<file path="src/rtl/alarm_ctrl.sv">
// Alarm sequencer: rings on a rising alarm_flag, supports bounded snoozes,
// times out unanswered rings and drives a 1 Hz buzzer pattern.
module alarm_ctrl #(
    parameter int unsigned RING_SEC   = 60,
    parameter int unsigned SNOOZE_SEC = 300,
    parameter int unsigned MAX_SNOOZE = 3
) (
    input  logic       clk,
    input  logic       rst_n,
    input  logic       tick_1hz,
    input  logic       alarm_flag,
    input  logic       snooze_btn,
    input  logic       stop_btn,
    output logic       ringing,
    output logic       snoozing,
    output logic       buzzer,
    output logic [1:0] snooze_cnt,
    output logic       missed
);

    localparam int unsigned MAX_SEC = (RING_SEC > SNOOZE_SEC) ? RING_SEC : SNOOZE_SEC;
    localparam int unsigned TW      = $clog2(MAX_SEC + 1);
    localparam int unsigned CW      = 2;

    localparam logic [TW-1:0] RING_LAST   = TW'(RING_SEC - 1);
    localparam logic [TW-1:0] SNOOZE_LAST = TW'(SNOOZE_SEC - 1);
    localparam logic [CW-1:0] CNT_MAX     = CW'(MAX_SNOOZE);

    typedef enum logic [1:0] {
        IDLE   = 2'd0,
        RING   = 2'd1,
        SNOOZE = 2'd2
    } state_t;

    state_t          state;
    state_t          state_d;
    logic            flag_q;
    logic            armed;
    logic            trigger;
    logic [TW-1:0]   timer;
    logic [TW-1:0]   timer_d;
    logic [CW-1:0]   cnt_d;
    logic            buzzer_d;
    logic            missed_d;

    // armed suppresses the edge seen on the first clock after reset release
    assign trigger = alarm_flag & ~flag_q & armed;

    always_comb begin
        state_d  = state;
        timer_d  = timer;
        cnt_d    = snooze_cnt;
        buzzer_d = buzzer;
        missed_d = 1'b0;
        case (state)
            IDLE: begin
                timer_d  = '0;
                cnt_d    = '0;
                buzzer_d = 1'b0;
                if (trigger) begin
                    state_d  = RING;
                    buzzer_d = 1'b1;
                end
            end
            RING: begin
                if (stop_btn) begin
                    state_d  = IDLE;
                    timer_d  = '0;
                    cnt_d    = '0;
                    buzzer_d = 1'b0;
                end else if (snooze_btn && (snooze_cnt < CNT_MAX)) begin
                    state_d  = SNOOZE;
                    timer_d  = '0;
                    cnt_d    = snooze_cnt + CW'(1);
                    buzzer_d = 1'b0;
                end else if (tick_1hz) begin
                    if (timer == RING_LAST) begin
                        state_d  = IDLE;
                        timer_d  = '0;
                        cnt_d    = '0;
                        buzzer_d = 1'b0;
                        missed_d = 1'b1;
                    end else begin
                        timer_d  = timer + TW'(1);
                        buzzer_d = ~buzzer;
                    end
                end
            end
            SNOOZE: begin
                buzzer_d = 1'b0;
                if (stop_btn) begin
                    state_d = IDLE;
                    timer_d = '0;
                    cnt_d   = '0;
                end else if (tick_1hz) begin
                    if (timer == SNOOZE_LAST) begin
                        state_d  = RING;
                        timer_d  = '0;
                        buzzer_d = 1'b1;
                    end else begin
                        timer_d = timer + TW'(1);
                    end
                end
            end
            default: begin
                state_d  = IDLE;
                timer_d  = '0;
                cnt_d    = '0;
                buzzer_d = 1'b0;
            end
        endcase
    end

    // State, edge detector and registered outputs
    always_ff @(posedge clk or negedge rst_n) begin
        if (!rst_n) begin
            state      <= IDLE;
            flag_q     <= 1'b0;
            armed      <= 1'b0;
            timer      <= '0;
            snooze_cnt <= '0;
            buzzer     <= 1'b0;
            missed     <= 1'b0;
            ringing    <= 1'b0;
            snoozing   <= 1'b0;
        end else begin
            state      <= state_d;
            flag_q     <= alarm_flag;
            armed      <= 1'b1;
            timer      <= timer_d;
            snooze_cnt <= cnt_d;
            buzzer     <= buzzer_d;
            missed     <= missed_d;
            ringing    <= (state_d == RING);
            snoozing   <= (state_d == SNOOZE);
        end
    end

endmodule

</file>
<file path="config.mk">
export PLATFORM = sky130hd
export DESIGN_NAME = alarm_ctrl
export DESIGN_NICKNAME = d
export VERILOG_FILES = /design/src/rtl/alarm_ctrl.sv
export SDC_FILE = /design/constraint.sdc
export NUM_CORES = 1
export LEC_CHECK = 0
export ABC_AREA = 1
export BUFFER_PORTS_ARGS = -buffer_cell sky130_fd_sc_hd__buf_2
export CELL_PAD_IN_SITES_DETAIL_PLACEMENT = 1
export CELL_PAD_IN_SITES_GLOBAL_PLACEMENT = 2
export CORE_MARGIN = 8
export CORE_UTILIZATION = 36
export CTS_CLUSTER_SIZE = 16
export DETAILED_ROUTE_END_ITERATION = 16
export GPL_TIMING_DRIVEN = 0
export PLACE_DENSITY_LB_ADDON = 0.1
export REMOVE_ABC_BUFFERS = 1
export SETUP_SLACK_MARGIN = 0.02
export SLEW_MARGIN = 20
export SYNTH_ARGS = -nofsm -noshare
export SYNTH_HDL_FRONTEND = slang
export SYNTH_SLANG_ARGS = --single-unit
</file>
<file path="constraint.sdc">
create_clock -name clk -period 2.19 [get_ports clk]
set_input_delay 0.1095 -clock clk [delete_from_list [all_inputs] [get_ports clk]]
set_output_delay 0.1095 -clock clk [all_outputs]
set_load 0.005 [all_outputs]
</file>
==> results of run 1 <==
## kinds of logic after synthesis
logic type / after synthesis
xor gates and xnor gates: 4
buffers and inverters: 25
AOI/OAI and AO/OA: 15
DFF: 19
adders and majority gates: 6
other: 1
and+or+nand+nor: 82
## worst max-delay path, stage by stage (launching register included)
cell	delay (ns)
dfrtp_1	0.43
inv_1	0.12
ha_1	0.20
nand2_1	0.16
nor2_4	0.16
nand2_2	0.09
nand2_2	0.11
nand2_1	0.07
nand2_1	0.08
nand2_1	0.07
nor2_1	0.08
## state kept, by name (all words and copies together), names as in the netlist
name / flops
armed: 1
buzzer: 1
flag_q: 1
missed: 1
ringing: 1
snooze_cnt: 2
snoozing: 1
state: 2
timer: 9
## layer usage
| layer | wire [um] | GRT usage (%) | vias to the layer above |
|---|---|---|---|
| li1 | - | - | 504 |
| met1 | 1363 | 14.95 | 467 |
| met2 | 1218 | 18.19 | 15 |
| met3 | 105 | 2.198 | 5 |
| met4 | 51 | 4.667 | 0 |
| met5 | 0 | 0 | - |
## repair_timing
action                    in CTS  in global routing
buffers inserted               0                  0
hold endpoints to repair      20                  0
hold buffers                   2                  0
## power breakdown
part	total, uW	leakage [uW]	switching, uW	internal [uW]
Sequential	420	0.000257	28.1	392
Combinational	264	0.000427	171	92.5
Clock	201	0.0000139	131	69.8
## worst max path at each step
stage / start / to / slack, ns / cells after the start
after floorplan: state[1] / timer[0] / 0.81 / 8
after global placement: state[1] / ringing / 0.61 / 10
after detailed placement: state[1] / ringing / 0.57 / 10
after CTS: state[1] / ringing / 0.54 / 10
after global routing: state[1] / ringing / 0.37 / 10
final: state[1] / ringing / 0.56 / 10
## cell usage after synthesis
library cell / count
a21oi_1: 7
a21oi_2: 1
and3_2: 1
buf_6: 1
conb_1: 1
dfrtp_1: 19
ha_1: 6
inv_1: 23
inv_2: 1
nand2_1: 38
nand2_2: 3
nand2_4: 2
nand3_1: 10
nand3_2: 2
nand4_1: 2
nor2_1: 20
nor2_4: 1
nor3_1: 2
nor3_4: 1
o21ai_0: 5
o21ai_1: 2
xor2_1: 4
## through the flow
stage	area (um2)	utilization [%]	total power, uW
after CTS	1305	42.75	904.2
after global routing	1305	42.75	949.9
after detailed placement	1255	41.11	694.5
final	1305	42.75	884.2
after global placement	1255	41.11	681.4
after floorplan	1145	-	603.7
## cell type report
class / count / area (um2)
Fill cell: 410 / 1748
Multi-Input combinational cell: 108 / 579.3
Sequential cell: 19 / 475.5
Inverter: 24 / 90.09
Timing Repair Buffer: 13 / 75.07
Tap cell: 44 / 55.05
Clock buffer: 3 / 22.52
Clock inverter: 1 / 7.507
==> flow_summary.yaml, run 1 <==
status:
  outcome: "completed"
synth:
  avgSynthCellArea_um2: 7.606
  ys_ff_latch: 19
  yosys_warnings: 0
  synth_xor_area_share_pct: 3.030
  synth_area_leaders: "dfrtp_1, nand2_1, inv_1"
  seq_area_frac_synth_pct: 41.13
  synth_top_family_by_area: "simple AND/OR/NAND/NOR gates"
  synthesis.area_mm2: 0.001156
  yosysTopAreaCellShare_pct: 41.13
  synth_fa_ha_area_share_pct: 6.494
  synthSimpleGateAreaFrac_pct: 33.44
  synth.distinct_cells: 22
  synth_top_cell_by_area: "dfrtp_1"
  synth-compound-area-share_pct: 6.818
  postSynthCellCount: 152
  muxShareOfSynthArea_pct: 0
timing:
  fin_setup_tns_ns: 0
  layout_min_cycle_time_ns: 1.629
  rsz0062_at_grt: "false"
  finalWorstSetupSlack_ns: 0.5613
  hold_ws_ns: 0.09825
  timing.final.max_slew_violations: 0
  setup_viol: 0
  hold_viol: 0
  max_clock_freq_ghz: 0.6140
  period_share_pct: 74.37
  fin_skew_ns: 0.01400
grt:
  grt_pass1_wl_um: 4795
  overflow: 0
  grt_max_degree: 20
  grt_pass1_vias: 1080
  antenna_found_initial: 0
  grt.total_usage_pct: 11.54
min_path:
  hold_start: "tick_1hz"
  hold_depth: 3
  hold_class: "in -> reg"
  whs_endpoint: "missed"
layout:
  drive_gt1_share_pct: 16.07
  nets: 181
  syn2layout_area_growth_pct: 12.88
  layout_commonest_cell: "nand2_1"
  final_cell_mix: "nand2_1, inv_1, nor2_1"
  instances_no_fill: 212
  diodes: 0
clock_network:
  clk_pin_slew_ns: 0.12
  cts.sinks: 19
  ctsResizeCount: 0
  cts_htree_levels: 1
  root_buffer: "clkbuf_4"
  cts_max_path_buffers: 2
  tritoncts: "done"
  numCtsBuffers: 3
  clk_latency_ns: 0.32
placement:
  gp_congestion: 0.8036
  hpwlAfterDp_um: 2146
  place_inst: 206
  pre_cts_ws_ns: 0.5729
  portBuffers: 11
die:
  dieArea_mm2: 0.005281
  die_y_um: 72.67
  core_region_area_mm2: 0.003053
  rows: 20
  io_pins: 12
  initial_core_util_pct: 37.87
  die_w_um: 72.67
critical_path:
  crit-reg2reg-launch: "state[1]"
  worstSetupPathType: "reg -> reg"
  reg2reg_depth: 10
  regToRegEndpoint: "ringing"
  worst-path-max-fanout: 5
  critPathArrivalTime_ns: 1.88
  regToRegSetupSlack_ns: 0.56
  crit_required_ns: 2.44
  end_kind: "register"
  cp-start-kind: "register"
power_and_ir_drop:
  ir_worst_vdd_mv: 0.3705
  p_leak_uw: 0.0006978
  powerDensity_mw_per_mm2: 677.5
routing:
  post-route-drc-count: 0
  detail_route.vias_per_cell: 4.675
  drtPass1Iterations: 4
  via_count: 991
  antenna_left: 0
  drt_iter0_markers: 47
  routed_wl_um: 2737
  wl_per_cell_um: 12.91
flow_run:
  drv_cap: 0
Note: power is estimated with default switching activity, not from simulation.
==> run 2, diff against run 1 <==
--- a/config.mk
+++ b/config.mk
@@ -10,7 +10,7 @@
 export CELL_PAD_IN_SITES_DETAIL_PLACEMENT = 1
 export CELL_PAD_IN_SITES_GLOBAL_PLACEMENT = 2
 export CORE_MARGIN = 8
-export CORE_UTILIZATION = 36
+export CORE_UTILIZATION = 33
 export CTS_CLUSTER_SIZE = 16
 export DETAILED_ROUTE_END_ITERATION = 16
 export GPL_TIMING_DRIVEN = 0
==> constraint.sdc (replaced) <==
create_clock -name clk -period 1.7 [get_ports clk]
set_input_delay 0.085 -clock clk [delete_from_list [all_inputs] [get_ports clk]]
set_output_delay 0.085 -clock clk [all_outputs]
set_load 0.005 [all_outputs]
==> run 2 against run 1 <==
Maximum frequency is 6.6% higher. Clock skew down 0.013 ns. Die area increased by 7.1%. Wire length decreased by 2.2%. Hold slack about the same. Largest cell class unchanged. Critical endpoint unchanged. Sequential share of layout area decreased by 0.99 points.
==> flow_summary.yaml, run 2 (synthesized netlist as in run 1, its figures left out) <==
power_and_ir_drop:
  p_int_uw: 729.9
  p_clk_share_pct: 21.4
  p_sw_share_pct: 36.69
  combPwrFrac_pct: 31.3
  switchingPower_uw: 423.0
  ir_worst_vdd_mv: 0.6459
  p_leak_uw: 0.0007101
  p_seq_share_pct: 47.3
  powerDensity_mw_per_mm2: 859.6
critical_path:
  crit-reg2reg-launch: "state[1]"
  endpoint: "ringing"
  crit_slowest_cell: "dfrtp_1"
  regToRegEndpoint: "ringing"
  critPathLaunch: "state[1]"
  end_kind: "register"
  path_depth: 10
  crit_chain: "inv_2 > ha_2 > nand2_2 > nor2_4 > nand2_2 > nand2_2 > nand2_1 > nand2_1 > nand2_1 > nor2_1"
  regToRegSetupSlack_ns: 0.17
  critPathBufInv: 1
  crit_required_ns: 1.95
  critPathArrivalTime_ns: 1.78
  worst-path-max-fanout: 5
  cp-start-kind: "register"
  reg2reg_depth: 10
  path_delay_family: "simple AND/OR/NAND/NOR gates"
  slowest_delay_ns: 0.44
  worstSetupPathType: "reg -> reg"
die:
  io_pins: 12
  core_region_area_mm2: 0.003363
  dieArea_mm2: 0.005654
  rows: 21
  initial_core_util_pct: 34.38
  die_y_um: 75.19
  die_w_um: 75.19
timing:
  fin_skew_ns: 0.0008789
  period_share_pct: 89.92
  max_clock_freq_ghz: 0.6542
  fin_setup_tns_ns: 0
  layout_min_cycle_time_ns: 1.529
  setup_viol: 0
  timing.final.max_slew_violations: 0
  hold_viol: 0
  rsz0062_at_grt: "false"
layout:
  largest_reg_flops: 9
  reg_top3: "timer (9), snooze_cnt (2), state (2)"
  final_util_pct: 39.88
  regMostFlops: "timer"
  syn2layout_area_growth_pct: 16.02
  final_cell_mix: "nand2_1, inv_1, nor2_1, dfrtp_1, buf_2"
  nets: 183
  layout_commonest_cell: "nand2_1"
  fillerInstances: 440
  diodes: 0
  drive_gt1_share_pct: 20.59
routing:
  antenna_left: 0
  wl_per_cell_um: 12.40
  routed_wl_um: 2678
  detail_route.vias_per_cell: 4.560
  drt_iter0_markers: 34
  post-route-drc-count: 0
  drtPass1Iterations: 4
  via_count: 985
grt:
  overflow: 0
  antenna_found_initial: 0
  grt_pass1_wl_um: 4692
  grt_max_degree: 20
  grt.total_usage_pct: 10.94
  grt_pass1_vias: 1037
placement:
  hpwlAfterDp_um: 2084
  portBuffers: 11
  gp_congestion: 0.7881
clock_network:
  numCtsBuffers: 3
  cts_max_path_buffers: 2
  cts_htree_levels: 1
  clk_pin_slew_ns: 0.12
  tritoncts: "done"
  cts.sinks: 19
  root_buffer: "clkbuf_4"
  clk_latency_ns: 0.31
min_path:
  hold_class: "in -> reg"
status:
  outcome: "completed"
flow_run:
  drv_cap: 0
[run 2: cell type report]
class | count | area (um2) | area share [%]
clock buffers | 3 | 22.52 | 1.679
multi-input cells | 108 | 598.1 | 44.59
clock inverters | 1 | 5.005 | 0.3731
repair buffers | 15 | 90.09 | 6.716
inverters | 24 | 92.59 | 6.903
well taps | 46 | 57.56 | 4.291
flip-flops and latches | 19 | 475.5 | 35.45
[run 2: worst min-delay path by stage]
stage               cells after the start     start  slack (ns)  endpoint
finish                                  4  tick_1hz         0.1    buzzer
detailed placement                      1     rst_n        0.06  timer[7]
global placement                        1     rst_n        0.05  timer[7]
global route                            4  tick_1hz        0.12    buzzer
CTS                                     3  tick_1hz        0.08    missed
floorplan                               0     rst_n       -0.21     armed
[run 2: repair_timing]
item,CTS,global route
setup endpoints to repair,0,12
hold buffers,2,0
resized for setup,0,8
buffers inserted,0,2
endpoints found under the hold margin,20,0
[run 2: power by group through the flow]
stage | combinational, uW | clock (uW) | sequential, uW
floorplan | 230 | 0 | 548
global placement | 332 | 0 | 548
detailed placement | 340 | 0 | 552
CTS | 345 | 260 | 544
global route | 426 | 279 | 551
finish | 361 | 247 | 545
[run 2: per-layer routing]
metal | GRT usage [%] | part of all wire (%)
met1 | 13.99 | 51
met2 | 16.89 | 44
met3 | 2.530 | 3.9
met4 | 5.117 | 1.3
met5 | 0 | 0
[run 2: metrics by stage]
stage	hold WS, ns	std cells	worst slack (ns)	cell area [um2]	power [uW]
after detailed placement	0.06011	208	0.07069	1257	891.8
after floorplan	-0.2106	151	0.3204	1145	777.6
final	0.09832	216	0.1714	1341	1153
after global routing	0.1193	216	0.01999	1341	1256
after CTS	0.07736	214	0.04159	1305	1149
after global placement	0.04913	208	0.1055	1257	880.2
[run 2: worst register-to-register path: cells and delay by family (launching register included)]
| kind | cells | cell delay [ns] |
|---|---|---|
| buf+inv | 1 | 0.09 |
| fa+ha+maj | 1 | 0.20 |
| simple gates | 8 | 0.75 |
| flops | 1 | 0.44 |
